## src/rtl/vga_grid_capture.sv

```systemverilog
// vga_grid_capture: rebuilds a 4x4 alive board from a VESA-style video stream
// (Hsync/Vsync/rgb) and publishes one snapshot per complete frame.
module vga_grid_capture #(
    parameter int unsigned H_BP       = 248,
    parameter int unsigned V_BP       = 38,
    parameter int unsigned H_ACTIVE   = 1280,
    parameter int unsigned V_ACTIVE   = 1024,
    parameter int unsigned X0         = 0,
    parameter int unsigned Y0         = 0,
    parameter int unsigned CELL_W     = 320,
    parameter int unsigned CELL_H     = 256,
    parameter logic [11:0] ALIVE_MASK = 12'hFFF,
    parameter int unsigned H_TIMEOUT  = 4095
) (
    input  logic        clk,
    input  logic        reset,
    input  logic        Hsync,
    input  logic        Vsync,
    input  logic [11:0] rgb,
    output logic [15:0] alive,
    output logic        frame_valid,
    output logic        locked,
    output logic        err_incomplete
);

    localparam logic [0:0]  SEEK    = 1'b0;
    localparam logic [0:0]  CAPTURE = 1'b1;
    localparam logic [11:0] H_MAX   = '1;
    localparam logic [10:0] V_MAX   = '1;
    localparam logic [11:0] H_TO    = 12'(H_TIMEOUT);

    logic        hs1, hs2, vs1, vs2;
    logic [11:0] rgb1;
    logic        h_rise, v_rise, v_fall;
    logic [11:0] hcnt;
    logic [10:0] vcnt;
    logic [31:0] hx, vy;
    logic        active;
    logic [15:0] hit;
    logic        pix_alive;
    logic [0:0]  state;
    logic [15:0] seen, shadow;
    logic [15:0] pub_alive;
    logic        pub_valid, pub_err, lock_q;

    // Input stage: sync and pixel share s1 so they stay aligned; sync gets a second stage for edges.
    always_ff @(posedge clk) begin
        if (reset) begin
            hs1  <= 1'b1;
            vs1  <= 1'b1;
            hs2  <= 1'b1;
            vs2  <= 1'b1;
            rgb1 <= '0;
        end else begin
            hs1  <= Hsync;
            vs1  <= Vsync;
            rgb1 <= rgb;
            hs2  <= hs1;
            vs2  <= vs1;
        end
    end

    assign h_rise    = hs1 & ~hs2;
    assign v_rise    = vs1 & ~vs2;
    assign v_fall    = ~vs1 & vs2;
    assign pix_alive = |(rgb1 & ALIVE_MASK);

    // Horizontal/vertical position counters, saturating; a Vsync rise overrides the line increment.
    always_ff @(posedge clk) begin
        if (reset) begin
            hcnt <= '0;
            vcnt <= '0;
        end else begin
            if (h_rise)
                hcnt <= '0;
            else if (hcnt != H_MAX)
                hcnt <= hcnt + 12'd1;

            if (v_rise)
                vcnt <= '0;
            else if (h_rise && vcnt != V_MAX)
                vcnt <= vcnt + 11'd1;
        end
    end

    assign hx     = {20'd0, hcnt};
    assign vy     = {21'd0, vcnt};
    assign active = (hx >= H_BP) && (hx < H_BP + H_ACTIVE) &&
                    (vy >= V_BP) && (vy < V_BP + V_ACTIVE);

    // Flag which cell, if any, has its centre sample at the current position.
    always_comb begin
        hit = '0;
        for (int unsigned r = 0; r < 4; r++) begin
            for (int unsigned c = 0; c < 4; c++) begin
                if (active &&
                    (hx - H_BP) == (X0 + c * CELL_W + CELL_W / 2) &&
                    (vy - V_BP) == (Y0 + r * CELL_H + CELL_H / 2))
                    hit[4'(r * 4 + c)] = 1'b1;
            end
        end
    end

    // Frame capture FSM: collect samples between Vsync edges and decide publish / error / timeout.
    always_ff @(posedge clk) begin
        if (reset) begin
            state     <= SEEK;
            seen      <= '0;
            shadow    <= '0;
            pub_alive <= '0;
            pub_valid <= 1'b0;
            pub_err   <= 1'b0;
            lock_q    <= 1'b0;
        end else begin
            pub_valid <= 1'b0;
            pub_err   <= 1'b0;
            case (state)
                SEEK: begin
                    if (v_rise) begin
                        seen   <= '0;
                        shadow <= '0;
                        state  <= CAPTURE;
                    end
                end
                CAPTURE: begin
                    if (v_fall) begin
                        if (seen == '1) begin
                            pub_alive <= shadow;
                            pub_valid <= 1'b1;
                            lock_q    <= 1'b1;
                            seen      <= '0;
                        end else begin
                            pub_err <= 1'b1;
                            lock_q  <= 1'b0;
                            state   <= SEEK;
                        end
                    end else if (hcnt == H_TO) begin
                        lock_q <= 1'b0;
                        state  <= SEEK;
                    end else begin
                        seen   <= seen | hit;
                        shadow <= (shadow & ~hit) | (hit & {16{pix_alive}});
                    end
                end
                default: state <= SEEK;
            endcase
        end
    end

    // Output register: results reach the ports two edges after Vsync low is first sampled.
    always_ff @(posedge clk) begin
        if (reset) begin
            alive          <= '0;
            frame_valid    <= 1'b0;
            locked         <= 1'b0;
            err_incomplete <= 1'b0;
        end else begin
            alive          <= pub_alive;
            frame_valid    <= pub_valid;
            locked         <= lock_q;
            err_incomplete <= pub_err;
        end
    end

endmodule

```

## config.mk

```make
export PLATFORM = sky130hd
export DESIGN_NAME = vga_grid_capture
export DESIGN_NICKNAME = d
export VERILOG_FILES = /design/src/rtl/vga_grid_capture.sv
export SDC_FILE = /design/constraint.sdc
export NUM_CORES = 1
export LEC_CHECK = 0
export CELL_PAD_IN_SITES_DETAIL_PLACEMENT = 1
export CELL_PAD_IN_SITES_GLOBAL_PLACEMENT = 1
export CORE_MARGIN = 1.5
export CORE_UTILIZATION = 45
export DETAILED_ROUTE_END_ITERATION = 8
export GPL_ROUTABILITY_DRIVEN = 0
export PLACE_DENSITY_LB_ADDON = 0.08
export REMOVE_ABC_BUFFERS = 1
export SYNTH_ARGS = -nofsm -noshare
export SYNTH_HDL_FRONTEND = slang
export SYNTH_SLANG_ARGS = --single-unit
```

## constraint.sdc

```tcl
create_clock -name clk -period 3 [get_ports clk]
set_input_delay 0.9 -clock clk [delete_from_list [all_inputs] [get_ports clk]]
set_output_delay 0.9 -clock clk [all_outputs]
set_load 0.05 [all_outputs]
```

==> flow_metrics.env <==
export IMPL_row_count=36
export IMPL_wl_mm=10.6
export IMPL_final_max_slew_viol_count=0
export IMPL_clock_sinks=110
export IMPL_crit_type="flip-flop to flip-flop"
export IMPL_ant_nets=0
export IMPL_clk_latency_ns=0.37
export IMPL_synth_cell_type_count=58
export IMPL_setup_viol=0
export IMPL_wl_per_cell_um=16.0
export IMPL_drive_above_1_share_pct=8.33
export IMPL_grt_max_degree=54
export IMPL_grt_usage_pct=20.3
export IMPL_cts_buffers=9
export IMPL_cts_tree="built"
export IMPL_pre_cts_ws_ns=0.273
export IMPL_hold_class="flip-flop to flip-flop"
export IMPL_viasPerCell=5.57
export IMPL_max_slew_margin_rel_pct=61.4
export IMPL_crit_slowest_cell="dfxtp_1"
export IMPL_num_antenna_cells=0
export IMPL_first_pass_iters=4
export IMPL_fmax_ghz=0.377
export IMPL_hold_viol=0
export IMPL_period_share_pct=88.3
export IMPL_end_kind="flip-flop"
export IMPL_place_hpwl_mm=7.63
export IMPL_start_util_pct=47.0
export IMPL_max_vdd_ir_drop_uv=213
export IMPL_grt_pass1_vias=3616
export IMPL_vias=3683
export IMPL_placed_cell_area_um2=5040
export IMPL_layout_nets=546
export IMPL_yosysWarnings=0
export IMPL_drv_cap=0
export IMPL_power_mw=2.55
export IMPL_die_area_um2=10900
export IMPL_h_tree_depth=3
export IMPL_leakage_nw=1.95
export IMPL_worst_slew_pin_slew_ns=0.578
export IMPL_syn_to_final_growth_pct=13.8
export IMPL_syn_inst=505
export IMPL_grt_overflow=0
export IMPL_fp_dieW_um=104
export IMPL_start_kind="flip-flop"
export IMPL_antenna_found_initial=0
export IMPL_outcome="completed"
export IMPL_min_period_ns=2.65
export IMPL_core_um2=9860
export IMPL_final_cells=661
export IMPL_clockBufferDepth=2
export IMPL_synth_seq_area_share_pct=47.5
export IMPL_place_inst=644
export IMPL_path_cells="ha_1, and4_1, a221oi_1, a311oi_2, nand4_2, o211ai_1, o31ai_1"
export IMPL_synth_edf_count=0
export IMPL_worstPathMaxFanout=12
export IMPL_io_pins=35
export IMPL_ys_seq_elements=110
export IMPL_synth_main_ff_cell="dfxtp_1"
export IMPL_cp_data_arrival_time_ns=2.90
export IMPL_mappedNetlistArea_um2=4640
export IMPL_fin_setup_tns_ns=0
export IMPL_port_buffers=34
export IMPL_root_buffer="clkbuf_8"
export IMPL_setup_ws_ns=0.350
export IMPL_skew_ns=0.0151
export IMPL_clk_pin_slew_ns=0.11
export IMPL_synthArstFlopShare_pct=0
export IMPL_max_stage_delay_ns=0.47
export IMPL_required_ns=3.25
export IMPL_power_density_nw_per_um2=483
export IMPL_final_util_pct=53.5
export IMPL_die_h_um=104
export IMPL_syn_area_per_cell_um2=9.18
export IMPL_rsz0062_at_grt="no"
export IMPL_drt_iter0_drc=104
export IMPL_holdWs_ns=0.441
export IMPL_grt_first_pass_wirelength_mm=17.9
export IMPL_drc_errors=0
export IMPL_design_area_um2=5270
## Yosys cell counts (6+ instances only)
| master | n | share of area, % |
|---|---|---|
| o211ai_1 | 14 | 2.3 |
| clkbuf_1 | 24 | 1.9 |
| a21oi_1 | 16 | 1.7 |
| mux2i_1 | 16 | 3.5 |
| inv_1 | 6 | 0.49 |
| xnor2_1 | 14 | 2.6 |
| nor2_1 | 49 | 4.0 |
| nand4_1 | 12 | 1.6 |
| ha_1 | 7 | 1.9 |
| xor2_1 | 12 | 2.3 |
| nor2b_1 | 37 | 5.0 |
| o31ai_1 | 18 | 2.9 |
| nor4_1 | 6 | 0.81 |
| nor3_1 | 7 | 0.76 |
| o21ai_0 | 23 | 2.5 |
| nand2_1 | 36 | 2.9 |
| dfxtp_1 | 110 | 48 |
| buf_2 | 10 | 1.1 |
| nand3_1 | 16 | 1.7 |
## final cells by class
cell class / count / area, um^2
fillers: 1120 / 4590
multi-input cells: 351 / 2240
flip-flops and latches: 110 / 2200
repair buffers: 45 / 418
well taps: 133 / 166
clock buffers: 11 / 151
clock inverters: 5 / 72.6
inverters: 6 / 22.5
## per-layer routing
| metal | up-vias | wire length (um) | GRT usage (%) |
|---|---|---|---|
| li1 | 1808 | - | - |
| met1 | 1819 | 5190 | 27.2 |
| met2 | 43 | 5000 | 33.4 |
| met3 | 13 | 231 | 2.88 |
| met4 | 0 | 139 | 6.94 |
| met5 | - | 0 | 0 |
## cell usage in the layout (no fill, tap or decap), types with 6 or more instances in the layout
cell             instances
dfxtp_1                110
nor2_1                  49
nor2b_1                 37
nand2_1                 36
clkdlybuf4s50_1         33
o21ai_0                 23
o31ai_1                 18
nand3_1                 16
mux2i_1                 16
a21oi_1                 16
xnor2_1                 14
o211ai_1                14
nand4_1                 12
xor2_1                  12
clkbuf_8                11
buf_4                   11
nor3_1                   7
ha_1                     7
inv_1                    6
nor4_1                   6
## power breakdown
part | total, mW | switching [mW] | internal, mW
logic | 0.0933 | 0.0540 | 0.0394
clock network | 0.970 | 0.519 | 0.451
registers | 1.48 | 0.00834 | 1.48
## flip-flops by register name, indices dropped and copies added, names as in the netlist, 11 cells and up
name / cells
pub_alive: 16
hcnt: 12
shadow: 16
vcnt: 11
rgb1: 12
seen: 16
alive: 16
## final timing paths
| path | endpoint | slack [ns] | depth (start not counted) | from |
|---|---|---|---|---|
| worst max register to register | shadow[4] | 0.35 | 7 | hcnt[3] |
| worst min-delay path | hs2 | 0.44 | 1 | hs1 |
| worst min register to register | hs2 | 0.44 | 1 | hs1 |
| worst max-delay path | shadow[4] | 0.35 | 7 | hcnt[3] |
## what timing repair did
| action | 4_1_cts | 5_1_grt |
|---|---|---|
| resized for setup | 0 | 0 |
| endpoints found under the setup margin | 0 | 1 |
| setup buffers | 0 | 1 |
| hold buffers | 0 | 0 |
## kinds of logic (layout without fill, tap and decap cells)
family / count (synthesis) / in the layout / synth area share [%]
flops: 110 / 110 / 47.5
xor+xnor: 26 / 26 / 4.91
compound gates: 99 / 99 / 15.0
fa+ha+maj: 7 / 7 / 1.89
mux: 16 / 16 / 3.45
simple gates: 203 / 203 / 23.1
buf+inv: 44 / 67 / 4.16
## worst max-delay path: cells and delay by family, from the launching register on
family	cells	cell delay, ns
adders and majority gates	1	0.40
AOI/OAI and AO/OA	4	0.90
and+or+nand+nor	2	0.77
DFF	1	0.47
Note: power is estimated with default switching activity, not from simulation.
